## src/rtl/seq_compare_unit.sv

```systemverilog
// Multi-cycle comparator that walks the operands CHUNK bits per cycle, MSB chunk first; signed modes are turned into unsigned compares by flipping the sign bit at latch time.
// Results take k cycles (1..NCHUNK) and are held in DONE until out_ready; a new request is accepted only in IDLE.
module seq_compare_unit #(
  parameter int WIDTH      = 64,
  parameter int CHUNK      = 8,
  parameter int EARLY_EXIT = 1,
  localparam int NCHUNK    = WIDTH / CHUNK,
  localparam int CW        = $clog2(NCHUNK) + 1
) (
  input  logic             clk,
  input  logic             rst,
  input  logic             in_valid,
  output logic             in_ready,
  input  logic [WIDTH-1:0] a,
  input  logic [WIDTH-1:0] b,
  input  logic [1:0]       mode,
  output logic             out_valid,
  input  logic             out_ready,
  output logic             result,
  output logic             lt,
  output logic             eq,
  output logic [CW-1:0]    chunks
);

  localparam int IW = (NCHUNK > 1) ? $clog2(NCHUNK) : 1;
  localparam logic [IW-1:0]    IDX_TOP   = IW'(NCHUNK - 1);
  localparam logic [WIDTH-1:0] SIGN_FLIP = {1'b1, {(WIDTH-1){1'b0}}};

  localparam logic [1:0] S_IDLE = 2'd0;
  localparam logic [1:0] S_RUN  = 2'd1;
  localparam logic [1:0] S_DONE = 2'd2;

  localparam logic [1:0] M_SLT  = 2'd0;
  localparam logic [1:0] M_SLTU = 2'd1;
  localparam logic [1:0] M_SEQ  = 2'd2;
  localparam logic [1:0] M_SGE  = 2'd3;

  logic [1:0]       r_state;
  logic [1:0]       r_mode;
  logic [WIDTH-1:0] r_a;
  logic [WIDTH-1:0] r_b;
  logic [IW-1:0]    r_idx;
  logic             r_fd;
  logic             r_lt;
  logic             r_eq;
  logic [CW-1:0]    r_chunks;

  logic [WIDTH-1:0] w_flip;
  logic [CHUNK-1:0] w_a_chunk;
  logic [CHUNK-1:0] w_b_chunk;
  logic             w_diff;

  assign w_flip = (mode == M_SLTU) ? '0 : SIGN_FLIP;

  // Operands shift left each RUN cycle, so the chunk at idx is always the top chunk.
  assign w_a_chunk = r_a[WIDTH-1 -: CHUNK];
  assign w_b_chunk = r_b[WIDTH-1 -: CHUNK];
  assign w_diff    = (w_a_chunk != w_b_chunk);

  always_ff @(posedge clk or posedge rst) begin
    if (rst) begin
      r_state  <= S_IDLE;
      r_mode   <= M_SLT;
      r_a      <= '0;
      r_b      <= '0;
      r_idx    <= IDX_TOP;
      r_fd     <= 1'b0;
      r_lt     <= 1'b0;
      r_eq     <= 1'b0;
      r_chunks <= '0;
    end else begin
      case (r_state)
        S_IDLE: begin
          if (in_valid) begin
            r_a      <= a ^ w_flip;
            r_b      <= b ^ w_flip;
            r_mode   <= mode;
            r_idx    <= IDX_TOP;
            r_chunks <= '0;
            r_fd     <= 1'b0;
            r_lt     <= 1'b0;
            r_eq     <= 1'b0;
            r_state  <= S_RUN;
          end
        end
        S_RUN: begin
          r_chunks <= r_chunks + 1'b1;
          r_a      <= r_a << CHUNK;
          r_b      <= r_b << CHUNK;
          if (w_diff && !r_fd) begin
            r_fd <= 1'b1;
            r_lt <= (w_a_chunk < w_b_chunk);
            r_eq <= 1'b0;
          end
          if ((EARLY_EXIT != 0) && w_diff) begin
            r_state <= S_DONE;
          end else if (r_idx == '0) begin
            // A difference in the final chunk counts as found, not as equal.
            if (!r_fd && !w_diff) begin
              r_eq <= 1'b1;
              r_lt <= 1'b0;
            end
            r_state <= S_DONE;
          end else begin
            r_idx <= r_idx - 1'b1;
          end
        end
        S_DONE: begin
          if (out_ready) begin
            r_state <= S_IDLE;
          end
        end
        default: r_state <= S_IDLE;
      endcase
    end
  end

  assign in_ready  = (r_state == S_IDLE);
  assign out_valid = (r_state == S_DONE);
  assign lt        = r_lt;
  assign eq        = r_eq;
  assign chunks    = r_chunks;

  always_comb begin
    result = 1'b0;
    if (out_valid) begin
      case (r_mode)
        M_SLT, M_SLTU: result = r_lt;
        M_SEQ:         result = r_eq;
        default:       result = !r_lt;
      endcase
    end
  end

endmodule

```

## config.mk

```make
export PLATFORM = sky130hd
export DESIGN_NAME = seq_compare_unit
export DESIGN_NICKNAME = d
export VERILOG_FILES = /design/src/rtl/seq_compare_unit.sv
export SDC_FILE = /design/constraint.sdc
export NUM_CORES = 1
export LEC_CHECK = 0
export CELL_PAD_IN_SITES_DETAIL_PLACEMENT = 1
export CELL_PAD_IN_SITES_GLOBAL_PLACEMENT = 1
export CORE_MARGIN = 4
export CORE_UTILIZATION = 38
export CTS_CLUSTER_SIZE = 24
export DETAILED_ROUTE_END_ITERATION = 6
export HOLD_SLACK_MARGIN = 0.02
export PLACE_DENSITY_LB_ADDON = 0.1
export SETUP_SLACK_MARGIN = 0.05
export SYNTH_ARGS = -nofsm -noshare
export SYNTH_HDL_FRONTEND = slang
export SYNTH_SLANG_ARGS = --single-unit
```

## constraint.sdc

```tcl
create_clock -name clk -period 5.6 [get_ports clk]
set_clock_uncertainty 0.15 [all_clocks]
set_input_delay 0.56 -clock clk [delete_from_list [all_inputs] [get_ports clk]]
set_output_delay 0.56 -clock clk [all_outputs]
set_load 0.005 [all_outputs]
```

==> results of run 1 <==
[final timing paths]
| path | end | slack (ns) | cells past startpoint | startpoint |
|---|---|---|---|---|
| max | r_b[41] | 2.75 | 5 | in_valid |
| min reg2reg | r_a[28] | 0.33 | 2 | r_a[28] |
| min in group asynchronous | r_a[45] | 0.56 | 2 | rst |
| max in group asynchronous | r_idx[2] | 3.64 | 3 | rst |
| max reg2reg | r_b[41] | 2.88 | 4 | r_state[0] |
| min | r_a[28] | 0.33 | 2 | r_a[28] |
[cell usage in the layout, fill, tap and decap left out, types with 2 or more instances in the layout]
master and instances:
o21ai_0 5, nand3_1 20, xor2_1 2, o22ai_1 100, o31ai_1 3, dfstp_2 3, clkinv_4 3, clkinvlp_4 4
bufinv_16 4, a21oi_1 15, a22oi_1 12, nor3_1 3, ha_1 11, dfrtp_1 139, nand2_1 70, inv_6 2
clkdlybuf4s50_1 142, clkbuf_16 17, inv_1 12, nor2_1 189, buf_4 6, nor2b_1 4, nand4_1 3, clkbuf_1 2
[routing by layer]
| layer | wire [um] | track usage (%) |
|---|---|---|
| met3 | 915 | 6.26 |
| met4 | 339 | 5.71 |
| met1 | 7740 | 25.4 |
| met2 | 9210 | 36.2 |
| met5 | 0 | 0 |
[sequential cells by signal, indices dropped and copies added (netlist names)]
register  count
chunks        4
r_b          64
r_idx         3
lt            1
r_fd          1
eq            1
r_mode        2
r_a          64
r_state       2
[kinds of logic after synthesis]
logic type / synth area share (%)
and+or+nand+nor: 19.9
muxes: 0.165
AOI/OAI and AO/OA: 14.3
DFF: 58.5
buffers and inverters: 4.47
adders and majority gates: 2.26
xor gates and xnor gates: 0.288
[cells in the mapped netlist, types with 4 or more instances]
cell type and number:
nor2b_1 4, nor2_1 189, buf_1 8, buf_2 16, ha_1 11, nand2_1 71
dfrtp_1 139, a21oi_1 15, o22ai_1 100, clkbuf_1 11, nand3_1 20, a22oi_1 12
inv_1 13, buf_4 8, o21ai_0 5
[metrics by stage]
stage | worst slack, ns | hold slack (ns) | cells | area, um2 | total power (W)
after floorplan | 1.09 | 0.296 | 650 | 6080 | 0.00281
after global routing | 2.61 | 0.364 | 997 | 8240 | 0.00483
after global placement | 2.39 | 0.311 | 965 | 7610 | 0.00321
after detailed placement | 2.34 | 0.317 | 965 | 7610 | 0.00332
final | 2.75 | 0.331 | 997 | 8240 | 0.00450
after CTS | 2.78 | 0.333 | 997 | 8240 | 0.00455
[worst min-delay path: stages (launching register included)]
cell and delay, ns:
dfrtp_1 0.34, nand2_1 0.05, nand2_1 0.06
[power groups by stage]
stage / Clock (W) / Sequential, W / Combinational [W]
floorplan: 0 / 0.00172 / 0.00109
global placement: 0 / 0.00180 / 0.00141
detailed placement: 0 / 0.00182 / 0.00149
CTS: 0.00123 / 0.00182 / 0.00151
global route: 0.00127 / 0.00188 / 0.00169
finish: 0.00120 / 0.00181 / 0.00148
[area by class of cell]
type	count	share of cell area (%)
clock buffers	19	5.26
clock inverters	13	2.31
repair buffers	148	17.8
multi-input cells	451	27.6
flip-flops and latches	142	43.2
inverters	13	0.653
well taps	211	3.21
==> results.toml, run 1 <==
[layout]
num-fill-cells = 1736
drive_gt1_share_pct = 5.85
nets = 918
multi_input_area_um2 = 2270
antenna_cells = 0
syn_to_final_growth_pct = 35.5
post-route-util_pct = 53.4
seqCellArea_um2 = 3560

[cts]
numCtsBuffers = 17
cts.repair_timing.setup_buffer_count = 0
worstSkewPairLatency_ns = 0.42
clk_pin_slew_ns = 0.06
hold_buffers = 0
root_buffer = "clkbuf_16"
htreeDepth = 4
cts.sinks = 142
cts-resized-gates = 0
cts_tree = "done"
clockBufferDepth = 2

[routing]
wl_um = 18200
viasPerCell = 5.24
num_vias = 5226
dr.pass1.iters = 5
ant_nets = 0
wl_per_cell_um = 18.3
drtIter0Drc = 187
drc = 0

[synthesis]
ys_seq_elements = 142
synth_top_flop_cell = "dfrtp_1"
synth_top_area_share_pct = 57.2
yosysUniqueCellTypes = 34
synth_area_per_cell_um2 = 9.35
ys_seq_area_share_pct = 58.5
synth_warnings = 0
yosysTopAreaCell = "dfrtp_1"
yosys-top-cells-area = "dfrtp_1 (57%), nor2_1 (12%), o22ai_1 (10%)"
synth_edf_count = 0
synthArstFlopShare_pct = 100
synth.cell_area_um2 = 6080
syn_inst = 650
syn_nets = 795

[place]
portBuffers = 142
gp_congestion = 0.811
hpwl_um = 12100

[pwr]
p_sw_w = 0.00165
p_leak_nw = 3.53
intPower_w = 0.00285
p_sw_share_pct = 36.6
ir_drop_mv = 0.240
powerDensity_nw_per_um2 = 546
p_comb_share_pct = 32.9
p_clk_share_pct = 26.8
pwr-share-seq_pct = 40.3

[timing]
clock.fmax_mhz = 351
hold_viol = 0
slew_headroom_pct = 32.6
slew_viol_final = 0
setup_viol = 0
grt_setup_unrepaired = "no"
worst_pin_slew_ns = 1.01
fin_crit_sh_pct = 50.8
post-route-min-period_ns = 2.85
fin_setup_tns_ns = 0

[worst_setup_path]
arrival_ns = 2.99
cp.required_ns = 5.75
cpMaxStageDelayCell = "or3b_4"
crit_chain = "clkdlybuf4s50_1 > or3b_4 > nand2_4 > nor2_1 > nor2_1"
slowest_delay_ns = 0.76
crit_buf_inv = 1
crit_type = "in -> reg"
critPathMaxFanout = 92
endpoint_kind = "flip-flop"
critical_path.top_delay_family = "simple AND/OR/NAND/NOR gates"
crit_top_cell = "nor2_1"
cp-start-kind = "input port"

[global_route]
grt_max_degree = 106
grt_pass1_vias = 5866
antenna_found_initial = 0
grt_pass1_wl_um = 29800
grt_usage_pct = 20.9
grt.overflow.total = 0

[floorplan]
fp.dieArea_um2 = 18100
io_pins = 143
start_util_pct = 39.4
num_rows = 45
dieWidth_um = 134
coreArea_um2 = 15400
die_y_um = 134

[outcome]
status = "finished clean"

[hold_path]
hold_class = "reg -> reg"

[run]
maxCapViolCount = 0
Note: power is estimated with default switching activity, not from simulation.
==> run 2, diff against run 1 <==
==> constraint.sdc (replaced) <==
create_clock -name clk -period 2.8 [get_ports clk]
set_clock_uncertainty 0.15 [all_clocks]
set_input_delay 0.28 -clock clk [delete_from_list [all_inputs] [get_ports clk]]
set_output_delay 0.28 -clock clk [all_outputs]
set_load 0.005 [all_outputs]
==> run 2 against run 1 <==
  * Critical path depth is 2 lower
  * Sequential share of layout area is 0.58 points lower
  * Via count is 2.6% higher
  * Cell area is 1.4% higher
  * Final cell count is 0.90% higher
  * Power is 100% higher
  * Clock power is 100% higher
  * Core utilization is 0.73 points higher
  * Worst hold slack worse by 0.090 ns
  * Register-to-register slack worse by 2.3 ns
  * Sequential cell count stayed put
  * Critical endpoint is now result
  * Largest power group unchanged
  * Highest routed layer unchanged
==> results.toml, run 2 (same netlist as run 1, synthesis figures left out) <==
[outcome]
status = "finished clean"

[place]
hpwl_um = 12600
gp_congestion = 0.781
portBuffers = 142

[timing]
post-route-min-period_ns = 2.21
hold_ws_ns = 0.241
clock.fmax_mhz = 452
fin_crit_sh_pct = 79.1
worst_pin_slew_ns = 0.776
hold_viol = 0
slew_headroom_pct = 48.2
grt_setup_unrepaired = "no"
fin_setup_tns_ns = 0
slew_viol_final = 0
setup_viol = 0

[cts]
cts_tree = "done"
clockBufferDepth = 2
root_buffer = "clkbuf_16"
numCtsBuffers = 17
cts.repair_timing.setup_buffer_count = 0
htreeDepth = 4
cts.sinks = 142
clk_pin_slew_ns = 0.06
worstSkewPairLatency_ns = 0.41

[layout]
nets = 927
syn_to_final_growth_pct = 37.3
antenna_cells = 0
drive_gt1_share_pct = 6.92
mostFrequentLayoutCells = "nor2_1 (189), clkdlybuf4s50_1 (142), dfrtp_1 (139)"
final_common_cell = "nor2_1"
post-route-util_pct = 54.1

[pwr]
ir_drop_mv = 0.480
p_leak_nw = 3.59
powerDensity_nw_per_um2 = 1100

[floorplan]
start_util_pct = 39.4
num_rows = 45
coreArea_um2 = 15400
io_pins = 143
fp.dieArea_um2 = 18100
dieWidth_um = 134
die_y_um = 134

[routing]
drtIter0Drc = 220
drc = 0
dr.pass1.iters = 4
viasPerCell = 5.33
wl_um = 18600
wl_per_cell_um = 18.5
num_vias = 5360
ant_nets = 0

[global_route]
grt_max_degree = 92
grt_pass1_vias = 5917
grt.overflow.total = 0
grt_usage_pct = 21.3
grt_pass1_wl_um = 30700
antenna_found_initial = 0

[worst_setup_path]
setup.worst_path.start = "r_state[0]"
critPathMaxFanout = 8
endpoint_kind = "primary output"
cp.required_ns = 2.37
cp-start-kind = "flip-flop"
reg2reg_from = "r_a[62]"
crit_type = "reg -> out"
arrival_ns = 1.78

[run]
maxCapViolCount = 0

[hold_path]
hold_class = "in -> reg"
hp-start = "b[3]"
run 2: cell types whose count changed in the layout (fill, tap and decap cells not counted), sizes merged:
cell,delta
buf,+8
clkinv,-1
clkinvlp,+1
dlygate4sd3,+1
run 2: worst paths after layout:
path / end / slack [ns] / cells past startpoint
worst max-delay path: result / 0.59 / 3
worst min-delay path: r_b[3] / 0.24 / 3
worst max register to register: r_idx[2] / 0.62 / 5
worst min register to register: r_a[31] / 0.34 / 2
max in group asynchronous: r_fd / 1.12 / 4
min in group asynchronous: r_b[0] / 0.57 / 3
run 2: through the flow:
step / power, W / std cells / area, um2 / worst slack, ns
2_1_floorplan: 0.00562 / 650 / 6080 / 0.595
3_3_place_gp: 0.00653 / 973 / 7710 / 0.585
3_5_place_dp: 0.00675 / 973 / 7710 / 0.548
4_1_cts: 0.00923 / 1006 / 8350 / 0.568
5_1_grt: 0.00983 / 1006 / 8350 / 0.427
6_report: 0.00914 / 1006 / 8350 / 0.585
run 2: what timing repair did:
action | 4_1_cts | 5_1_grt
hold endpoints to repair | 9 | 0
gates resized for setup | 0 | 0
hold buffers | 1 | 0
run 2: routing by layer:
metal  GRT usage, %  up-vias  wire length, um
met2           37.5      125             9650
li1               -     2512                -
met5              0        -                0
met4           5.66        0              303
met1           26.6     2697             7870
met3           4.69       26              769
run 2: area by class of cell:
type                    count  area [um2]
fillers                  1748        7080
well taps                 211         264
inverters                  13        52.6
repair buffers            157        1570
clock inverters            13         186
multi-input cells         451        2270
clock buffers              19         443
flip-flops and latches    142        3560
run 2: power breakdown:
group          internal, W  leakage (nW)  switching (W)  total (W)
clock network      0.00152         0.296       0.000893    0.00241
logic              0.00125          1.65        0.00182    0.00307
registers          0.00303          1.64       0.000631    0.00366
total              0.00581          3.59        0.00334    0.00914
run 2: critical path: stages (launching register included):
cell             delay [ns]
dfrtp_1                0.50
nand2b_1               0.25
nor2_1                 0.12
clkdlybuf4s50_1        0.51
==> run 3, diff against run 2 <==
--- a/config.mk
+++ b/config.mk
@@ -8,7 +8,7 @@
 export CELL_PAD_IN_SITES_DETAIL_PLACEMENT = 1
 export CELL_PAD_IN_SITES_GLOBAL_PLACEMENT = 1
 export CORE_MARGIN = 4
-export CORE_UTILIZATION = 38
+export CORE_UTILIZATION = 34
 export CTS_CLUSTER_SIZE = 24
 export DETAILED_ROUTE_END_ITERATION = 6
 export HOLD_SLACK_MARGIN = 0.02
==> constraint.sdc (replaced) <==
create_clock -name clk -period 1.8 [get_ports clk]
set_clock_uncertainty 0.15 [all_clocks]
set_input_delay 0.18 -clock clk [delete_from_list [all_inputs] [get_ports clk]]
set_output_delay 0.18 -clock clk [all_outputs]
set_load 0.005 [all_outputs]
==> run 3 against run 2 <==
  * The run now ends with setup timing left
  * Clock power up 33%
  * Sequential power is 65% higher
  * Count of clock-buffer cells in the layout unchanged
  * Setup slack got worse by 0.74 ns
  * Combinational power rose to 2.5 times the previous value
  * Critical path depth increased by 2
  * Via count is 7.2% higher
  * Cell area rose by 19%
  * Core utilization grew 2.9 points
  * Global-route usage is 1.0 points lower
  * Final cell count is 7.8% higher
  * Non-clock buffer count up 65
  * Largest cell class unchanged
  * Largest power group is now combinational cells
  * Highest routed layer unchanged
==> results.toml, run 3 (same netlist as run 1, synthesis figures left out) <==
[timing]
fin_crit_sh_pct = 109
finalWorstSetupSlack_ns = -0.156
hold_viol = 0
hold_ws_ns = 0.131
worst_pin_slew_ns = 0.463
grt_setup_unrepaired = "yes"
slew_viol_final = 0
setup_viol = 80
post-route-min-period_ns = 1.96
clock.fmax_mhz = 511
slew_headroom_pct = 69.0
fin_setup_tns_ns = -3.73

[routing]
drc = 0
dr.pass1.iters = 4
viasPerCell = 5.30
num_vias = 5747
wl_um = 23800
ant_nets = 0
wl_per_cell_um = 22.0
drtIter0Drc = 299

[pwr]
p_leak_nw = 4.19
ir_drop_mv = 0.904
power_w = 0.0170
powerDensity_nw_per_um2 = 1710

[outcome]
violations = "setup timing"
status = "finished with violations"

[global_route]
grt.overflow.total = 0
grt_usage_pct = 20.3
antenna_found_initial = 0
grt_max_degree = 48
grt_pass1_wl_um = 32000
grt_pass1_vias = 6107

[floorplan]
start_util_pct = 34.9
die_y_um = 142
io_pins = 143
num_rows = 48
coreArea_um2 = 17400
fp.dieArea_um2 = 20100
dieWidth_um = 142

[place]
portBuffers = 142
hpwl_um = 13900
gp_congestion = 0.789

[worst_setup_path]
cp-start-kind = "flip-flop"
critPathMaxFanout = 3
cp.required_ns = 1.98
crit_type = "reg -> reg"
arrival_ns = 2.13
endpoint_kind = "flip-flop"

[cts]
cts_tree = "done"
clockBufferDepth = 2
worstSkewPairLatency_ns = 0.43
numCtsBuffers = 17
clk_pin_slew_ns = 0.06
htreeDepth = 4
cts.sinks = 142
root_buffer = "clkbuf_16"

[layout]
nets = 995
multi_input_area_um2 = 3020
final_common_cell = "dfrtp_1"
syn_to_final_growth_pct = 63.5
seqCellArea_um2 = 3560
drive_gt1_share_pct = 27.6
antenna_cells = 0
mostFrequentLayoutCells = "dfrtp_1 (138), nor2_1 (137), clkdlybuf4s50_1 (136)"
num-fill-cells = 1853

[run]
maxCapViolCount = 0

[hold_path]
hold_class = "in -> reg"
==> run 3: cell count changes in the layout (fill, tap and decap cells not counted), sizes merged, moves of 3 or more <==
cell | previous run | this run
buf | 14 | 68
clkbuf | 19 | 34
clkdlybuf4s50 | 142 | 136
bufinv | 4 | 1
clkinv | 3 | 6
==> run 3: cell type report <==
class,instances,area share (%)
flip-flops and latches,142,35.8
multi-input cells,454,30.4
repair buffers,222,25.3
clock buffers,19,4.36
well taps,225,2.83
clock inverters,9,0.756
inverters,13,0.529
==> run 3: routing by layer <==
| metal | GRT usage, % | share of wire (%) |
|---|---|---|
| met2 | 35.4 | 53 |
| met3 | 3.98 | 4.2 |
| met4 | 6.77 | 1.7 |
| met1 | 25.2 | 41 |
| met5 | 0 | 0 |
==> run 3: per-stage QoR <==
stage,setup slack [ns],instance area (um2),utilization [%],cells
after floorplan,-0.305,6080,-,650
after global placement,-0.228,8030,46.1,1014
after detailed placement,-0.239,8030,46.1,1014
after CTS,-0.116,8930,51.3,1052
after global routing,-0.215,9940,57.0,1084
final,-0.156,9940,57.0,1084
==> run 3: worst max-delay path, stage by stage, from the launching register on <==
cell and delay [ns]:
dfrtp_1 0.41, ha_1 0.32, nand4_1 0.19, nor2_1 0.10, or4_1 0.44, o31ai_2 0.23
==> run 3: timing repair <==
action | 4_1_cts | 5_1_grt
gates resized for setup | 58 | 133
hold buffers | 1 | 0
gates cloned | 1 | 21
setup endpoints to repair | 30 | 118
pin swaps | 54 | 45
endpoints found under the hold margin | 10 | 0
buffers inserted | 9 | 13
==> run 3: final timing paths <==
path	from	endpoint	slack, ns	cells after the start
worst min register to register	r_a[34]	r_a[34]	0.33	2
min in group asynchronous	rst	r_a[63]	0.55	3
worst max-delay path	r_a[58]	lt	-0.16	5
max in group asynchronous	rst	r_b[12]	0.36	4
worst max register to register	r_a[58]	lt	-0.16	5
worst min-delay path	a[2]	r_a[2]	0.13	3
==> run 3: where the power goes <==
part | internal, W | switching (W)
Sequential | 0.00472 | 0.00131
Clock | 0.00185 | 0.00135
Combinational | 0.00379 | 0.00399
Total | 0.0104 | 0.00665
